File: config.mk
export PLATFORM = sky130hd
export DESIGN_NAME = ram512_block_copier
export DESIGN_NICKNAME = d
export VERILOG_FILES = /design/src/rtl/ram_copy_pkg.sv /design/src/rtl/ram512_block_copier.sv
export SDC_FILE = /design/constraint.sdc
export NUM_CORES = 1
export LEC_CHECK = 0
export BUFFER_PORTS_ARGS = -buffer_cell sky130_fd_sc_hd__buf_4
export CAP_MARGIN = 20
export CORE_ASPECT_RATIO = 0.6
export CORE_MARGIN = 5
export CORE_UTILIZATION = 55
export CTS_CLUSTER_SIZE = 40
export DETAILED_ROUTE_END_ITERATION = 6
export GPL_ROUTABILITY_DRIVEN = 0
export HOLD_SLACK_MARGIN = 0.15
export PLACE_DENSITY = 0.74
export SLEW_MARGIN = 20
export SYNTH_ARGS = -nofsm -noshare
export SYNTH_HDL_FRONTEND = slang
export SYNTH_SLANG_ARGS = --single-unit
File: constraint.sdc
create_clock -name clk -period 5.35 [get_ports clk]
set_input_delay 1.07 -clock clk [delete_from_list [all_inputs] [get_ports clk]]
set_output_delay 1.07 -clock clk [all_outputs]
set_load 0.03 [all_outputs]
File: src/rtl/ram_copy_pkg.sv
// Shared widths and FSM state encoding for the RAM512 block copier.
package ram_copy_pkg;

  localparam int ADDR_W = 9;
  localparam int DATA_W = 16;

  typedef enum logic [1:0] {
    IDLE  = 2'd0,
    READ  = 2'd1,
    WRITE = 2'd2,
    DONE  = 2'd3
  } state_t;

endpackage

File: src/rtl/ram512_block_copier.sv
// Block copier for a 512-word RAM: moves len words from src to dst with memmove
// semantics, one RAM access per cycle (alternating READ / WRITE).
module ram512_block_copier #(
  parameter int ADDR_W = ram_copy_pkg::ADDR_W,
  parameter int DATA_W = ram_copy_pkg::DATA_W
) (
  input  logic              clk,
  input  logic              rst_n,
  input  logic              start,
  input  logic [ADDR_W-1:0] src,
  input  logic [ADDR_W-1:0] dst,
  input  logic [ADDR_W:0]   len,
  output logic              busy,
  output logic              done,
  output logic [ADDR_W-1:0] mem_addr,
  output logic [DATA_W-1:0] mem_din,
  output logic              mem_load,
  input  logic [DATA_W-1:0] mem_dout
);

  import ram_copy_pkg::*;

  localparam logic [ADDR_W:0]   MAX_LEN  = ADDR_W'(1) << ADDR_W;
  localparam logic [ADDR_W-1:0] ADDR_ONE = ADDR_W'(1);
  localparam logic [ADDR_W:0]   CNT_ONE  = (ADDR_W + 1)'(1);

  state_t state, state_next;

  logic [ADDR_W-1:0] src_cur, dst_cur;
  logic [ADDR_W:0]   remaining;
  logic [DATA_W-1:0] hold;
  logic              desc;

  logic [ADDR_W:0]   len_eff;
  logic [ADDR_W-1:0] len_m1;
  logic [ADDR_W-1:0] diff;
  logic              desc_start;

  // Descending order is needed whenever dst lands inside the source window
  // (measured circularly), otherwise a forward copy would clobber unread words.
  always_comb begin
    len_eff    = (len > MAX_LEN) ? MAX_LEN : len;
    len_m1     = len_eff[ADDR_W-1:0] - ADDR_ONE;
    diff       = dst - src;
    desc_start = (dst != src) && ({1'b0, diff} < len_eff);
  end

  always_ff @(posedge clk) begin
    if (!rst_n) begin
      state <= IDLE;
    end else begin
      state <= state_next;
    end
  end

  always_comb begin
    state_next = state;
    case (state)
      IDLE: begin
        if (start) begin
          state_next = (len_eff == '0) ? DONE : READ;
        end
      end
      READ:  state_next = WRITE;
      WRITE: state_next = (remaining == CNT_ONE) ? DONE : READ;
      DONE:  state_next = IDLE;
      default: state_next = IDLE;
    endcase
  end

  // Cursors, word counter and the hold register that carries data from READ to WRITE.
  always_ff @(posedge clk) begin
    if (!rst_n) begin
      src_cur   <= '0;
      dst_cur   <= '0;
      remaining <= '0;
      hold      <= '0;
      desc      <= 1'b0;
    end else begin
      case (state)
        IDLE: begin
          if (start) begin
            desc      <= desc_start;
            remaining <= len_eff;
            src_cur   <= desc_start ? src + len_m1 : src;
            dst_cur   <= desc_start ? dst + len_m1 : dst;
          end
        end
        READ: begin
          hold <= mem_dout;
        end
        WRITE: begin
          remaining <= remaining - CNT_ONE;
          src_cur   <= desc ? src_cur - ADDR_ONE : src_cur + ADDR_ONE;
          dst_cur   <= desc ? dst_cur - ADDR_ONE : dst_cur + ADDR_ONE;
        end
        default: begin
        end
      endcase
    end
  end

  always_comb begin
    busy     = 1'b0;
    done     = 1'b0;
    mem_addr = '0;
    mem_din  = '0;
    mem_load = 1'b0;
    case (state)
      READ: begin
        busy     = 1'b1;
        mem_addr = src_cur;
      end
      WRITE: begin
        busy     = 1'b1;
        mem_addr = dst_cur;
        mem_din  = hold;
        mem_load = 1'b1;
      end
      DONE: begin
        done = 1'b1;
      end
      default: begin
      end
    endcase
  end

endmodule

## Word level (Yosys, flattened, before mapping)

Cells that the tools add are included.

- Add/subtract/negate cells: 9
- Magnitude comparators: 2
- Equality and inequality tests: 6
- Muxes and demuxes: 20
- Reduce and logical (&&, ||, !) cells: 7

Operators with widths:

| operator | number |
|---|---|
| two-way mux 9 bit | 6 |
| case mux 9 bit (2 select lines) | 3 |
| subtractor 9 x 1 -> 9 bit (second input constant) | 3 |
| two-way mux 10 bit | 2 |
| case mux 10 bit (2 select lines) | 1 |
| adder 9 x 1 -> 9 bit (second input constant) | 2 |
| adder 9 bit | 2 |
| two-way mux 16 bit | 1 |
| == test 10 x 1 -> 1 bit (second input constant) | 1 |
| greater-than comparator 10 bit (second input constant) | 1 |
| zero test 10 bit | 1 |
| less-than comparator 9 x 10 -> 1 bit | 1 |
| subtractor 10 x 1 -> 10 bit (second input constant) | 1 |
| != test 9 bit | 1 |
| subtractor 9 bit | 1 |
| case mux 2 bit (4 select lines) | 1 |
| two-way mux 2 bit | 3 |
| == test 2 bit (second input constant) | 2 |
| AND reduction 2 bit | 2 |
| two-way mux 1 bit | 3 |
| == test 2 x 1 -> 1 bit (second input constant) | 1 |
| zero test 2 bit | 1 |
| != test 2 bit (second input constant) | 1 |
| nonzero test 2 bit | 1 |
| other kinds (2) | 2 |

- Bits in registers: 47
- Input bits: 47
- Output and inout bits: 28
- Word-level logic and storage cells: 50

## Longest topological paths before layout

- Word-level depth: 7
- Depth in mapped cells: 19
- Depth with buffers taken out: 17

## Worst setup path after synthesis

Ideal clock, no wire load.

- Path kind: input port to flip-flop
- Start point: input src[1]
- End point: register dst_cur[0]
- Library setup time: 0.128 ns
- Arrival time: 3.895 ns
- Required time: 5.222 ns
- Slack: 1.328 ns
- Stages: 17
- Buffers on the path: 1
- Cells stage by stage: inv_1 ha_1 nor2b_1 o21ai_0 nand2b_1 a21o_1 a21oi_1 xnor2_1 ha_1 a21oi_1 o21ai_0 a211o_1 a41o_1 buf_6 mux2_4 a221oi_2 nor2_1

- Word-level cells in the longest chain between the ends: 6
- Elaborated cells on any way between the ends: 7
- Those cells by class: add/sub (1); order compare (1); eq/ne (1); mux (3); reduce/logical (1)

Ends and longest elaborated chain:

| what | RTL line | RTL |
|---|---|---|
| from (decl) | ram512_block_copier.sv:10 | `input logic [ADDR_W-1:0] src,` |
| subtractor 9 bit | ram512_block_copier.sv:44 | `diff = dst - src;` |
| less-than comparator 9 x 10 -> 1 bit | ram512_block_copier.sv:45 | `desc_start = (dst != src) && ({1'b0, diff} < len_eff);` |
| logical AND 1 bit * | ram512_block_copier.sv:45 |  |
| two-way mux 9 bit * | ram512_block_copier.sv:86 | `dst_cur <= desc_start ? dst + len_m1 : dst;` |
| two-way mux 9 bit * | ram512_block_copier.sv:82 | `if (start) begin` |
| case mux 9 bit (2 select lines) * | ram512_block_copier.sv:80 | `case (state)` |
| to (signal assigned) | ram512_block_copier.sv:86 |  |
| to (signal assigned) | ram512_block_copier.sv:95 | `dst_cur <= desc ? dst_cur - ADDR_ONE : dst_cur + ADDR_ONE;` |
| to (decl) | ram512_block_copier.sv:29 | `logic [ADDR_W-1:0] src_cur, dst_cur;` |

Every way passes the cells marked *; elsewhere a longest branch is shown, timed or not. The select of a mux whose other input is x is not followed.
A chain may end at the register's enable or synchronous reset.

## Worst setup path after layout

- Start point: input src[0]
- End point: register dst_cur[1]

The elaborated chain is that of the path after synthesis.

==> results_dict.tcl <==
set metrics [dict create \
    status "finished clean" \
    syn_nets 686 \
    avgRoutedWirePerCell_um 17.5 \
    cts.sinks 47 \
    pre_cts_slack_ns 0.474 \
    whs_endpoint "remaining[6]$_SDFFE_PN0P_" \
    drt-initial-drc-count 399 \
    cts_max_path_buffers 2 \
    setup_viol 0 \
    synth_compound_area_frac 0.255 \
    avgSynthCellArea_um2 7.84 \
    setup_ws_ns 0.715 \
    antenna_cells 0 \
    cts_resized 0 \
    synth_top_family_by_area "compound AO/OA/AOI/OAI gates" \
    ant_nets 0 \
    endpoint_kind "flip-flop" \
    coreArea_mm2 0.00795 \
    drc 0 \
    totalWireLength_um 13100 \
    p_sw_frac 0.469 \
    clock_power_share 0.142 \
    p_int_mw 1.24 \
    critical_path_class "in2reg" \
    syn_area_mm2 0.00454 \
    die_h_um 80.4 \
    cts_root_buf "clkbuf_16" \
    synth_xor_area_frac 0.0618 \
    r2r-start "desc$_SDFFE_PN0P_" \
    via_count 4473 \
    cts_tree "yes" \
    hold_depth 2 \
    r2r_cells 9 \
    port_buffers 74 \
    grt_overflow 0 \
    max_freq_mhz 216 \
    rsz0062_at_grt "false" \
    antenna_found_initial 0 \
    combPwrFrac 0.602 \
    synth-seq-area-share 0.207 \
    max-slew-margin-rel 0.284 \
    grt_pass1_vias 4187 \
    reg2reg_slack_ns 2.52 \
    finalMaxSlewViolations 0 \
    synth_warnings 0 \
    reg2reg_to "dst_cur[8]$_SDFFE_PN0P_" \
    io_pins 75 \
    skew_ns 0.00465 \
    hp-start "remaining[6]$_SDFFE_PN0P_" \
    cts.repair_timing.setup_buffer_count 0 \
    clk_latency_ns 0.29 \
    p_seq_frac 0.256 \
    dr.pass1.iters 5 \
    muxShareOfSynthArea 0.0562 \
    area_growth_syn_to_layout_pct 16.9 \
    finalCriticalPeriod_ns 4.63 \
    cp.arrival_ns 4.78 \
    power_density_mw_per_mm2 439 \
    start_util 0.571 \
    postCtsHoldBufs 0 \
    hold_viol 0 \
    fin_crit_sh 0.866 \
    clk_pin_slew_ns 0.07 \
    hp-class "reg2reg" \
    placed_area_mm2 0.00515 \
    worstPathMaxFanout 23 \
    die_w_um 127 \
    viasPerCell 5.99 \
    drv_cap 0 \
    grt_usage 0.253 \
    synth.distinct_cells 56 \
    whs_ns 0.470 \
    syn_inst 579 \
    synth_edf_count 0 \
    htree_levels 2 \
    die_area_mm2 0.0102 \
    crit_path_start_kind "input port" \
    ys_seq_elements 47 \
    grt_start_max_net_pins 65 \
    synthAdderAreaFrac 0.174 \
    ir_drop_v 0.000244 \
    detailed_place_hpwl_um 10100 \
    tightest_slew_ns 1.07 \
    fin_nets 745 \
    finalSetupTns_ns 0 \
    grt_pass1_wl_um 20900 \
    async_flop_share 0 \
    synth_flop_cell "dfxtp_1" \
    drive_gt1_frac 0.149 \
    final_area_mm2 0.00531 \
    p_switching_mw 1.09 \
    cts_inserted_buffers 5 \
    yosys.area_share.simple 0.193 \
    crit_required_ns 5.49 \
    leakagePower_nw 2.37 \
    fp-row-count 25 \
]
[critical path: stages]
cell and delay [ns]:
buf_4 0.12, ha_1 0.23, fa_1 0.41, nor2b_1 0.12, o21ai_0 0.08, nand2b_1 0.14
a21o_1 0.13, a21oi_1 0.07, xnor2_1 0.14, ha_1 0.30, nand3_1 0.07, nor4_1 0.23
a211o_1 0.14, a41o_1 0.79, buf_4 0.28, nor2_1 0.05, a211oi_1 0.26, o32ai_1 0.13
[sequential cells by signal (all words and copies together) (netlist names)]
signal / flops
src_cur: 9
dst_cur: 9
desc: 1
remaining: 10
state: 2
hold: 16
[per-stage QoR]
| stage | instances | power, mW | util |
|---|---|---|---|
| after CTS | 747 | 2.31 | 0.668 |
| final | 747 | 2.33 | 0.668 |
| after detailed placement | 739 | 1.98 | 0.648 |
| after global placement | 739 | 1.93 | 0.648 |
| after floorplan | 579 | 1.63 | - |
| after global routing | 747 | 2.51 | 0.668 |
[layer usage]
| metal | wire, um | track usage | vias up | share of wire |
|---|---|---|---|---|
| li1 | - | - | 2200 | - |
| met1 | 6240 | 0.363 | 2122 | 0.48 |
| met2 | 5660 | 0.383 | 138 | 0.43 |
| met3 | 1070 | 0.0684 | 13 | 0.082 |
| met4 | 88 | 0.0396 | 0 | 0.0067 |
| met5 | 0 | 0 | - | 0 |
[area by class of cell]
class	count	area, um2
tap	108	135
clock buffer	6	139
sequential	47	941
timing repair buffer	78	586
multi-input combinational	472	3360
clock inverter	2	16.3
inverter	34	128
fill	692	2640
[worst max-delay path by stage]
| stage | cells after the start | end | start | slack, ns |
|---|---|---|---|---|
| final | 18 | dst_cur[1]$_SDFFE_PN0P_ | src[0] | 0.72 |
| after global placement | 18 | dst_cur[1]$_SDFFE_PN0P_ | src[0] | 0.62 |
| after CTS | 18 | dst_cur[1]$_SDFFE_PN0P_ | src[0] | 0.78 |
| after floorplan | 17 | dst_cur[0]$_SDFFE_PN0P_ | src[1] | 1.33 |
| after detailed placement | 18 | dst_cur[1]$_SDFFE_PN0P_ | src[0] | 0.47 |
| after global routing | 18 | dst_cur[1]$_SDFFE_PN0P_ | src[1] | 0.51 |
[cells in the final DEF, fill, tap and decap left out, drive strengths merged, types with 5 or more instances in the layout]
cell type and count:
nand2 38, mux2i 24, nand2b 8, or3 5, and2 17, nor3 11, a22oi 14, clkbuf 6
a21o 6, xnor2 22, inv 34, a31oi 8, a211oi 10, o21ai 43, xor2 10, a21oi 43
ha 55, dfxtp 47, o21a 8, o22ai 8, nand3 11, buf 78, fa 5, nor2b 18
nor2 54, o211a 5
[power groups by stage]
stage / clock [mW] / combinational (mW) / sequential (mW)
3_3_place_gp: 0 / 1.34 / 0.592
3_5_place_dp: 0 / 1.38 / 0.597
2_1_floorplan: 0 / 1.07 / 0.561
6_report: 0.331 / 1.40 / 0.596
4_1_cts: 0.333 / 1.39 / 0.591
5_1_grt: 0.348 / 1.55 / 0.612
[Yosys cell counts, drive strengths merged (3+ instances only)]
cell / instances / share of area
o221ai: 4 / 0.0077
clkbuf: 19 / 0.016
xor2: 10 / 0.019
nand4: 3 / 0.0041
nand2b: 8 / 0.011
a31oi: 8 / 0.011
buf: 7 / 0.0094
nor2: 54 / 0.045
dfxtp: 47 / 0.21
nor2b: 18 / 0.025
nor4: 3 / 0.0074
fa: 5 / 0.022
nor3: 11 / 0.012
o211a: 5 / 0.011
ha: 55 / 0.15
nand3: 11 / 0.012
or2: 3 / 0.0041
nand2: 38 / 0.031
a21oi: 43 / 0.047
xnor2: 22 / 0.042
a211o: 4 / 0.0077
o31a: 3 / 0.0058
mux2i: 24 / 0.053
a22oi: 14 / 0.023
o21a: 8 / 0.013
o31ai: 4 / 0.0066
a21o: 6 / 0.0099
o21ai: 43 / 0.047
or3: 5 / 0.0069
inv: 34 / 0.028
and2: 17 / 0.023
a211oi: 10 / 0.017
o22ai: 8 / 0.011
[cell families after synthesis]
kind of cell | after synthesis
XOR/XNOR | 32
buffers and inverters | 60
AO/OA/AOI/OAI | 178
AND/OR/NAND/NOR | 177
multiplexers | 25
flip-flops | 47
adder cells (fa/ha/maj) | 60
No activity file was read; power rests on OpenSTA's default activity.
